$ cat src/rtl/ps_shift_tx_if.sv
// Handshake and serial-output bundle for ps_shift_tx.
// The master side requests frames; the slave side is the transmitter.
interface ps_shift_tx_if #(
  parameter int DATA_W = 64
);
  logic              start;
  logic [DATA_W-1:0] din;
  logic              busy;
  logic              done;
  logic              ser_out;
  logic              ser_clk;

  modport master (
    output start, din,
    input  busy, done, ser_out, ser_clk
  );

  modport slave (
    input  start, din,
    output busy, done, ser_out, ser_clk
  );
endinterface

$ cat src/rtl/ps_shift_tx.sv
// Parallel-in/serial-out frame transmitter: marker bit, payload bits, then idle level.
// Define PS_SHIFT_TX_PARITY_EN to append an even-parity bit after the payload.
module ps_shift_tx #(
  parameter int DATA_W    = 64,
  parameter int DIV       = 4,
  parameter int LSB_FIRST = 1,
  parameter bit IDLE_LVL  = 1'b1
) (
  input  logic         clk,
  input  logic         rst,
  ps_shift_tx_if.slave bus
);

`ifdef PS_SHIFT_TX_PARITY_EN
  localparam int N = DATA_W + 2;
  localparam int BIT_W = $clog2(DATA_W + 3);
  localparam logic [BIT_W-1:0] PAR_SLOT = BIT_W'(DATA_W);
`else
  localparam int N = DATA_W + 1;
  localparam int BIT_W = $clog2(DATA_W + 3);
`endif
  localparam int DIV_W = $clog2(DIV);
  localparam logic [DIV_W-1:0] DIV_LAST = DIV_W'(DIV - 1);
  localparam logic [DIV_W-1:0] DIV_HALF = DIV_W'(DIV / 2);
  localparam logic [BIT_W-1:0] BIT_LAST = BIT_W'(N - 1);

  typedef enum logic {IDLE, SHIFT} state_t;

  state_t            state;
  logic [DATA_W-1:0] sr;
  logic [DIV_W-1:0]  div_cnt;
  logic [BIT_W-1:0]  bit_cnt;
`ifdef PS_SHIFT_TX_PARITY_EN
  logic              par;
`endif

  function automatic logic [DATA_W-1:0] shift_next(input logic [DATA_W-1:0] v);
    logic [DATA_W-1:0] r;
    if (LSB_FIRST != 0) begin
      r = v >> 1;
      r[DATA_W-1] = IDLE_LVL;
    end else begin
      r = v << 1;
      r[0] = IDLE_LVL;
    end
    return r;
  endfunction

  function automatic logic head_bit(input logic [DATA_W-1:0] v);
    return (LSB_FIRST != 0) ? v[0] : v[DATA_W-1];
  endfunction

  always_ff @(posedge clk or posedge rst) begin
    if (rst) begin
      state    <= IDLE;
      bus.busy    <= 1'b0;
      bus.done    <= 1'b0;
      bus.ser_out <= IDLE_LVL;
      bus.ser_clk <= 1'b0;
      sr       <= '0;
      div_cnt  <= '0;
      bit_cnt  <= '0;
`ifdef PS_SHIFT_TX_PARITY_EN
      par      <= 1'b0;
`endif
    end else begin
      bus.done <= 1'b0;
      case (state)
        IDLE: begin
          if (bus.start) begin
            state       <= SHIFT;
            bus.busy    <= 1'b1;
            bus.ser_out <= ~IDLE_LVL;
            bus.ser_clk <= 1'b0;
            sr          <= bus.din;
            div_cnt     <= '0;
            bit_cnt     <= '0;
`ifdef PS_SHIFT_TX_PARITY_EN
            par         <= ^bus.din;
`endif
          end
        end
        SHIFT: begin
          if (div_cnt == DIV_LAST) begin
            // Bit-period boundary: either finish the frame or advance one bit
            div_cnt     <= '0;
            bus.ser_clk <= 1'b0;
            if (bit_cnt == BIT_LAST) begin
              state       <= IDLE;
              bus.busy    <= 1'b0;
              bus.done    <= 1'b1;
              bus.ser_out <= IDLE_LVL;
            end else begin
              bit_cnt <= bit_cnt + 1'b1;
              sr      <= shift_next(sr);
`ifdef PS_SHIFT_TX_PARITY_EN
              bus.ser_out <= (bit_cnt == PAR_SLOT) ? par : head_bit(sr);
`else
              bus.ser_out <= head_bit(sr);
`endif
            end
          end else begin
            div_cnt     <= div_cnt + 1'b1;
            bus.ser_clk <= (div_cnt + 1'b1) >= DIV_HALF;
          end
        end
        default: state <= IDLE;
      endcase
    end
  end

endmodule

$ cat src/flat_wrapper.sv
// flat-port wrapper written by rule: the top's interface ports become plain ports
module ps_shift_tx_flat 
#(
  parameter int DATA_W    = 64,
  parameter int DIV       = 4,
  parameter int LSB_FIRST = 1,
  parameter bit IDLE_LVL  = 1'b1
)
  (clk, rst, bus_start, bus_din, bus_busy, bus_done, bus_ser_out, bus_ser_clk);
  ps_shift_tx_if #(.DATA_W(DATA_W)) bus_i ();
  input  logic clk;
  input  logic rst;
  input wire logic [$bits(bus_i.start)-1:0] bus_start;
  input wire logic [$bits(bus_i.din)-1:0] bus_din;
  output wire logic [$bits(bus_i.busy)-1:0] bus_busy;
  output wire logic [$bits(bus_i.done)-1:0] bus_done;
  output wire logic [$bits(bus_i.ser_out)-1:0] bus_ser_out;
  output wire logic [$bits(bus_i.ser_clk)-1:0] bus_ser_clk;
  assign bus_i.start = bus_start;
  assign bus_i.din = bus_din;
  assign bus_busy = bus_i.busy;
  assign bus_done = bus_i.done;
  assign bus_ser_out = bus_i.ser_out;
  assign bus_ser_clk = bus_i.ser_clk;
  ps_shift_tx #(.DATA_W(DATA_W), .DIV(DIV), .LSB_FIRST(LSB_FIRST), .IDLE_LVL(IDLE_LVL)) u_core (.clk(clk), .rst(rst), .bus(bus_i));
endmodule
$ cat config.mk
export PLATFORM = sky130hd
export DESIGN_NAME = ps_shift_tx_flat
export DESIGN_NICKNAME = d
export VERILOG_FILES = /design/src/rtl/ps_shift_tx_if.sv /design/src/rtl/ps_shift_tx.sv /design/src/flat_wrapper.sv
export SDC_FILE = /design/constraint.sdc
export NUM_CORES = 1
export LEC_CHECK = 0
export ABC_AREA = 1
export CAP_MARGIN = 20
export CELL_PAD_IN_SITES_DETAIL_PLACEMENT = 1
export CELL_PAD_IN_SITES_GLOBAL_PLACEMENT = 2
export CORE_AREA = 2 2 115 117
export CTS_BUF_LIST = sky130_fd_sc_hd__clkbuf_8
export DETAILED_ROUTE_END_ITERATION = 16
export DIE_AREA = 0 0 117 119
export GPL_ROUTABILITY_DRIVEN = 1
export GPL_TIMING_DRIVEN = 0
export HOLD_SLACK_MARGIN = 0.05
export PLACE_DENSITY_LB_ADDON = 0.08
export SETUP_SLACK_MARGIN = 0.1
export SYNTH_ARGS = -nofsm -noshare
export SYNTH_HDL_FRONTEND = slang
export SYNTH_SLANG_ARGS = --single-unit
$ cat constraint.sdc
create_clock -name clk -period 3.1 [get_ports clk]
set_input_delay 0.62 -clock clk [delete_from_list [all_inputs] [get_ports clk]]
set_output_delay 0.62 -clock clk [all_outputs]
set_load 0.05 [all_outputs]
# ---- Word-level counts from Yosys, hierarchy flattened
# Cells that the tools add are included.
dict set report totals {
  register_bits 78
  in_bits 67
  out_inout_bits 4
}
dict set report classes {
  addsub 2
  n_lt_le_gt_ge 1
  eq_ne 6
  n_mux 28
  bitwise_logic 1
  n_reduce_logical 3
}
# operator n
set ops {}
lappend ops {{two-way mux 64 bit} 3}
lappend ops {{case mux 64 bit (2 select lines)} 1}
lappend ops {{two-way mux 7 bit} 3}
lappend ops {{case mux 7 bit (2 select lines)} 1}
lappend ops {{two-way mux 1 bit} 13}
lappend ops {{!= test 2 bit (second input constant)} 4}
lappend ops {{case mux 1 bit (2 select lines)} 4}
lappend ops {{adder 7 x 1 -> 7 bit (second input constant)} 1}
lappend ops {{== test 7 bit (second input constant)} 1}
lappend ops {{AND reduction 3 bit} 2}
lappend ops {{two-way mux 2 bit} 2}
lappend ops {{case mux 2 bit (2 select lines)} 1}
lappend ops {{adder 2 x 1 -> 2 bit (second input constant)} 1}
lappend ops {{== test 2 bit (second input constant)} 1}
lappend ops {{>= comparator 2 bit (second input constant)} 1}
lappend ops {{AND reduction 2 bit} 1}
lappend ops {{NOT 1 bit} 1}

# ---- Depth between registers and ports, before layout
dict set report logic_depth {
  word_depth 4
  depth_mapped 11
  ltp_nobuf 10
}

# ---- Least setup slack after synthesis
# OpenSTA, ideal clock, no wires.
dict set report synth_path {
  path_kind {reg2reg}
  start {register u_core.bus.ser_clk (netlist name)}
  end {register u_core.sr[24]}
  setup_time_ns 0.131
  arrival_time_ns 1.478
  setup_slack_ns 1.491
  path_stages_with_launch 10
  path_buffers 2
  synth_period_minus_slack_ns 1.609
  cell_sequence {dfrtp_1 ha_1 nand2_1 inv_2 nand2_2 nand2_4 buf_6 buf_6 nand2_1 o21ai_0}
}
# element line
set synth_lines {}
lappend synth_lines {{end signal: assignment} ps_shift_tx.sv:75} ;# sr <= bus.din;
lappend synth_lines {{end signal: assignment} ps_shift_tx.sv:95} ;# sr <= shift_next(sr);
lappend synth_lines {{end: declaration} ps_shift_tx.sv:30} ;# logic [DATA_W-1:0] sr;

# ---- Final worst setup path
dict set report layout_path {
  start {register u_core.bus.ser_out}
  end {output bus_ser_out}
}
# element line
set layout_lines {}
lappend layout_lines {{start: declaration} ps_shift_tx_if.sv:20} ;# output busy, done, ser_out, ser_clk
lappend layout_lines {{start signal: assignment} ps_shift_tx.sv:73} ;# bus.ser_out <= ~IDLE_LVL;
lappend layout_lines {{start signal: assignment} ps_shift_tx.sv:99} ;# bus.ser_out <= head_bit(sr);
lappend layout_lines {{end: declaration} flat_wrapper.sv:17} ;# output wire logic [$bits(bus_i.ser_out)-1:0] bus_ser_out;
# No word-level cell between the ends.

==> summary.md <==
| Metric | Value |
|---|---|
| Status | complete, no violations |
| Synth area leader | dfrtp_1 |
| CTS Buf Count | 9 |
| Fillcell total | 1598 |
| Yosys reg bits | 77 |
| Max FO, Critical Path | 2 |
| Synthesis Warnings | 0 |
| First-pass detailed-route iteration total | 4 |
| NumNets Final | 651 |
| Arrival @ worst endpoint | 1.70 ns |
| Final HPWL DP | 7057 µm |
| Share of the synthesized area in the top cell type | 49.58% |
| TritonCTS clock tree | yes |
| Unique cell type count in the Yosys netlist | 23 |
| Area grow syn2layout | 29.42% |
| Post-Syn Instances | 499 |
| Layout cells sized above 1 | 7.350% |
| Pwr dens | 703.7 nW/µm² |
| M1 GR Usage | 22.48% |
| DR WL/cell | 13.50 µm |
| Top cells by instance count after synthesis | nand2_1, o21ai_0, dfrtp_1, inv_1, o21ai_1 |
| Final Max Tran Viols | 0 |
| Clk sink count | 77 |
| Final setup viols | 0 |
| Family with the most delay on the worst path | buffers and inverters |
| Antenna Diode Count | 0 |
| TNS Setup | 0 ns |
| Worst Hold Endpoint | u_core.sr[63]$_DFFE_PP0P_ |
| WP data required | 2.48 ns |
| Average size of a mapped cell | 7.688 µm² |
| CTS clk-pin slew, worst paths | 0.07 ns |
| Hold depth | 2 |
| Post-synthesis net count | 569 |
| GPL Wtd Cong | 0.7672 |
| Die H | 119 µm |
| Met2 Track Usage GR | 25.69% |
| Leakage Power | 0.002156 µW |
| Vias in the first global route | 3720 |
| Core Util, Final | 38.56% |
| Final WL | 10270 µm |
| Initial antenna violation count | 0 |
| Remaining Overflow, GRT | 0 |
| FF-to-FF End | u_core.sr[59]$_DFFE_PP0P_ |
| Clock tree buffer depth | 2 |
| Chip Width | 117 µm |
| R2r setup slk | 1.35 ns |
| Via count | 3428 |
| Row cnt | 42 |
| Post-synth top flop | dfrtp_1 |
| I/O pin count | 71 |
| Setup Buffers After CTS | 0 |
| Startpoint Class | flop |
| Slew HR | 66.24% |
| # DRC | 0 |
| Routed Antenna Nets | 0 |
| Sequential cell area | 1928 µm² |
| Hold Path Class | reg -> reg |
| Dominant cell by count in the synthesized netlist | nand2_1 |
| Critical path endpoint category | primary output |
| Vias/cell | 4.505 |
| Die area | 13920 µm² |
| Insertion delay to the later sink of the worst-skew pair | 0.36 ns |
| Starting Density | 29.80% |
| Global-route wire length before repair | 17880 µm |
| Crit path buf inv count | 1 |
| FMAX | 431.6 MHz |
| RR Startpoint | u_core.bit_cnt[0]$_DFFE_PP0P_ |
| Post-cts sizing count | 0 |
| Post-synthesis async set-or-reset flop share | 100.0% |
| Final Power | 3494 µW |
| Core area | 12870 µm² |
| 1st-iter DRT viols | 142 |
| Cell Chain, Critical Path | clkdlybuf4s50_1 |
| Number of synthesized flops with an enable pin | 0 |
| Slowest stage cell, crit path | clkdlybuf4s50_1 |
| Placed insts | 746 |
| RSZ-0062 raised after global routing | false |
| Synthesized cell area | 3836 µm² |
| Cells on worst reg2reg path | 9 |
| Worst-Margin Slew | 0.5048 ns |
| Final hold viol count | 0 |
| Peak supply drop | 447.3 µV |
| Multi-input gate area | 1428 µm² |
| Global Route met3 Usage | 3.053% |
| Final setup skew | 0.005529 ns |
| Input/output buffers | 70 |
| CTS Hold Bufs | 0 |
| GRT Overall Usage | 16.54% |
| Fin cells | 761 |
| Hold path start | u_core.sr[63]$_DFFE_PP0P_ |
| Clk root buf | clkbuf_8 |
| Tmin final | 2.317 ns |
| Critical path class | reg -> out |
| Largest stage delay on the critical path | 0.80 ns |
| Top cells by area, synth | dfrtp_1, nand2_1, o21ai_0 |
| Global routing's busiest layer | met2 |
| Largest net degree at the start of global routing | 65 |
| H-tree Lvls | 3 |
| Max-cap viol count | 0 |
| Period utilisation layout | 74.73% |
| Register area share after synthesis | 50.26% |
-- layout by cell type, fill, tap and decap left out, types with 2 or more instances in the layout --
| cell | netlist | routed |
|---|---|---|
| o21ai_0 | 113 | 113 |
| nand3_1 | 4 | 4 |
| dfrtp_1 | 76 | 76 |
| o21ai_1 | 15 | 15 |
| nand4_1 | 2 | 2 |
| ha_1 | 3 | 3 |
| clkbuf_8 | 0 | 12 |
| inv_1 | 71 | 72 |
| nor2_1 | 14 | 14 |
| buf_2 | 9 | 9 |
| inv_2 | 3 | 3 |
| a21oi_1 | 2 | 2 |
| clkdlybuf4s50_1 | 0 | 70 |
| nand2_1 | 160 | 160 |
| clkbuf_1 | 9 | 9 |
| buf_6 | 9 | 9 |
-- metrics by stage --
stage / setup WS (ns) / hold WS (ns) / instance area (µm²)
2_1_floorplan: 0.5150 / 0.4417 / 3836
3_3_place_gp: -1.114 / 0.4593 / 4757
3_5_place_dp: 0.9383 / 0.4688 / 4787
4_1_cts: 0.7441 / 0.4869 / 4965
5_1_grt: 0.7242 / 0.5162 / 4965
6_report: 0.7833 / 0.4750 / 4965
-- worst max path at each step --
| stage | startpoint | to | slack [ns] | cells past startpoint |
|---|---|---|---|---|
| 4_1_cts | u_core.bus.ser_out$_DFFE_PP1P_ | bus_ser_out | 0.74 | 1 |
| 3_5_place_dp | bus_start | u_core.sr[51]$_DFFE_PP0P_ | 0.94 | 5 |
| 2_1_floorplan | rst | u_core.bit_cnt[0]$_DFFE_PP0P_ | 0.51 | 1 |
| 5_1_grt | u_core.bus.ser_out$_DFFE_PP1P_ | bus_ser_out | 0.72 | 1 |
| 6_report | u_core.bus.ser_out$_DFFE_PP1P_ | bus_ser_out | 0.78 | 1 |
| 3_3_place_gp | rst | u_core.sr[51]$_DFFE_PP0P_ | -1.11 | 2 |
-- power breakdown --
part	switching [µW]	total [µW]	internal, µW
registers	106	1380	1270
clock network	367	713	346
logic	883	1400	520
total	1360	3490	2140
-- cell families after synthesis --
logic type / share of synthesized area [%]
simple gates: 18.85
flops: 50.26
fa+ha+maj: 0.9786
buf+inv: 12.52
compound gates: 17.38
-- state kept, by name (all words and copies together) (netlist names) --
| register | count |
|---|---|
| u_core.sr | 64 |
| u_core.bus.ser_clk | 1 |
| u_core.div_cnt | 1 |
| u_core.bit_cnt | 7 |
| u_core.bus.busy | 1 |
| u_core.state | 1 |
| u_core.bus.done | 1 |
| u_core.bus.ser_out | 1 |
-- area by class of cell --
type,count,area share (%)
timing repair buffer,71,14.67
clock buffer,12,3.327
buffer,29,4.083
inverter,74,5.645
multi-input combinational,319,28.76
tap,176,4.435
sequential,77,38.84
clock inverter,3,0.2520
-- per-layer routing --
metal  part of all wire (%)  vias up
li1                       -     1711
met1                     48     1650
met2                     46       55
met3                    3.8       12
met4                    1.8        0
met5                      0        -
Power figures use the tool's default switching activity.
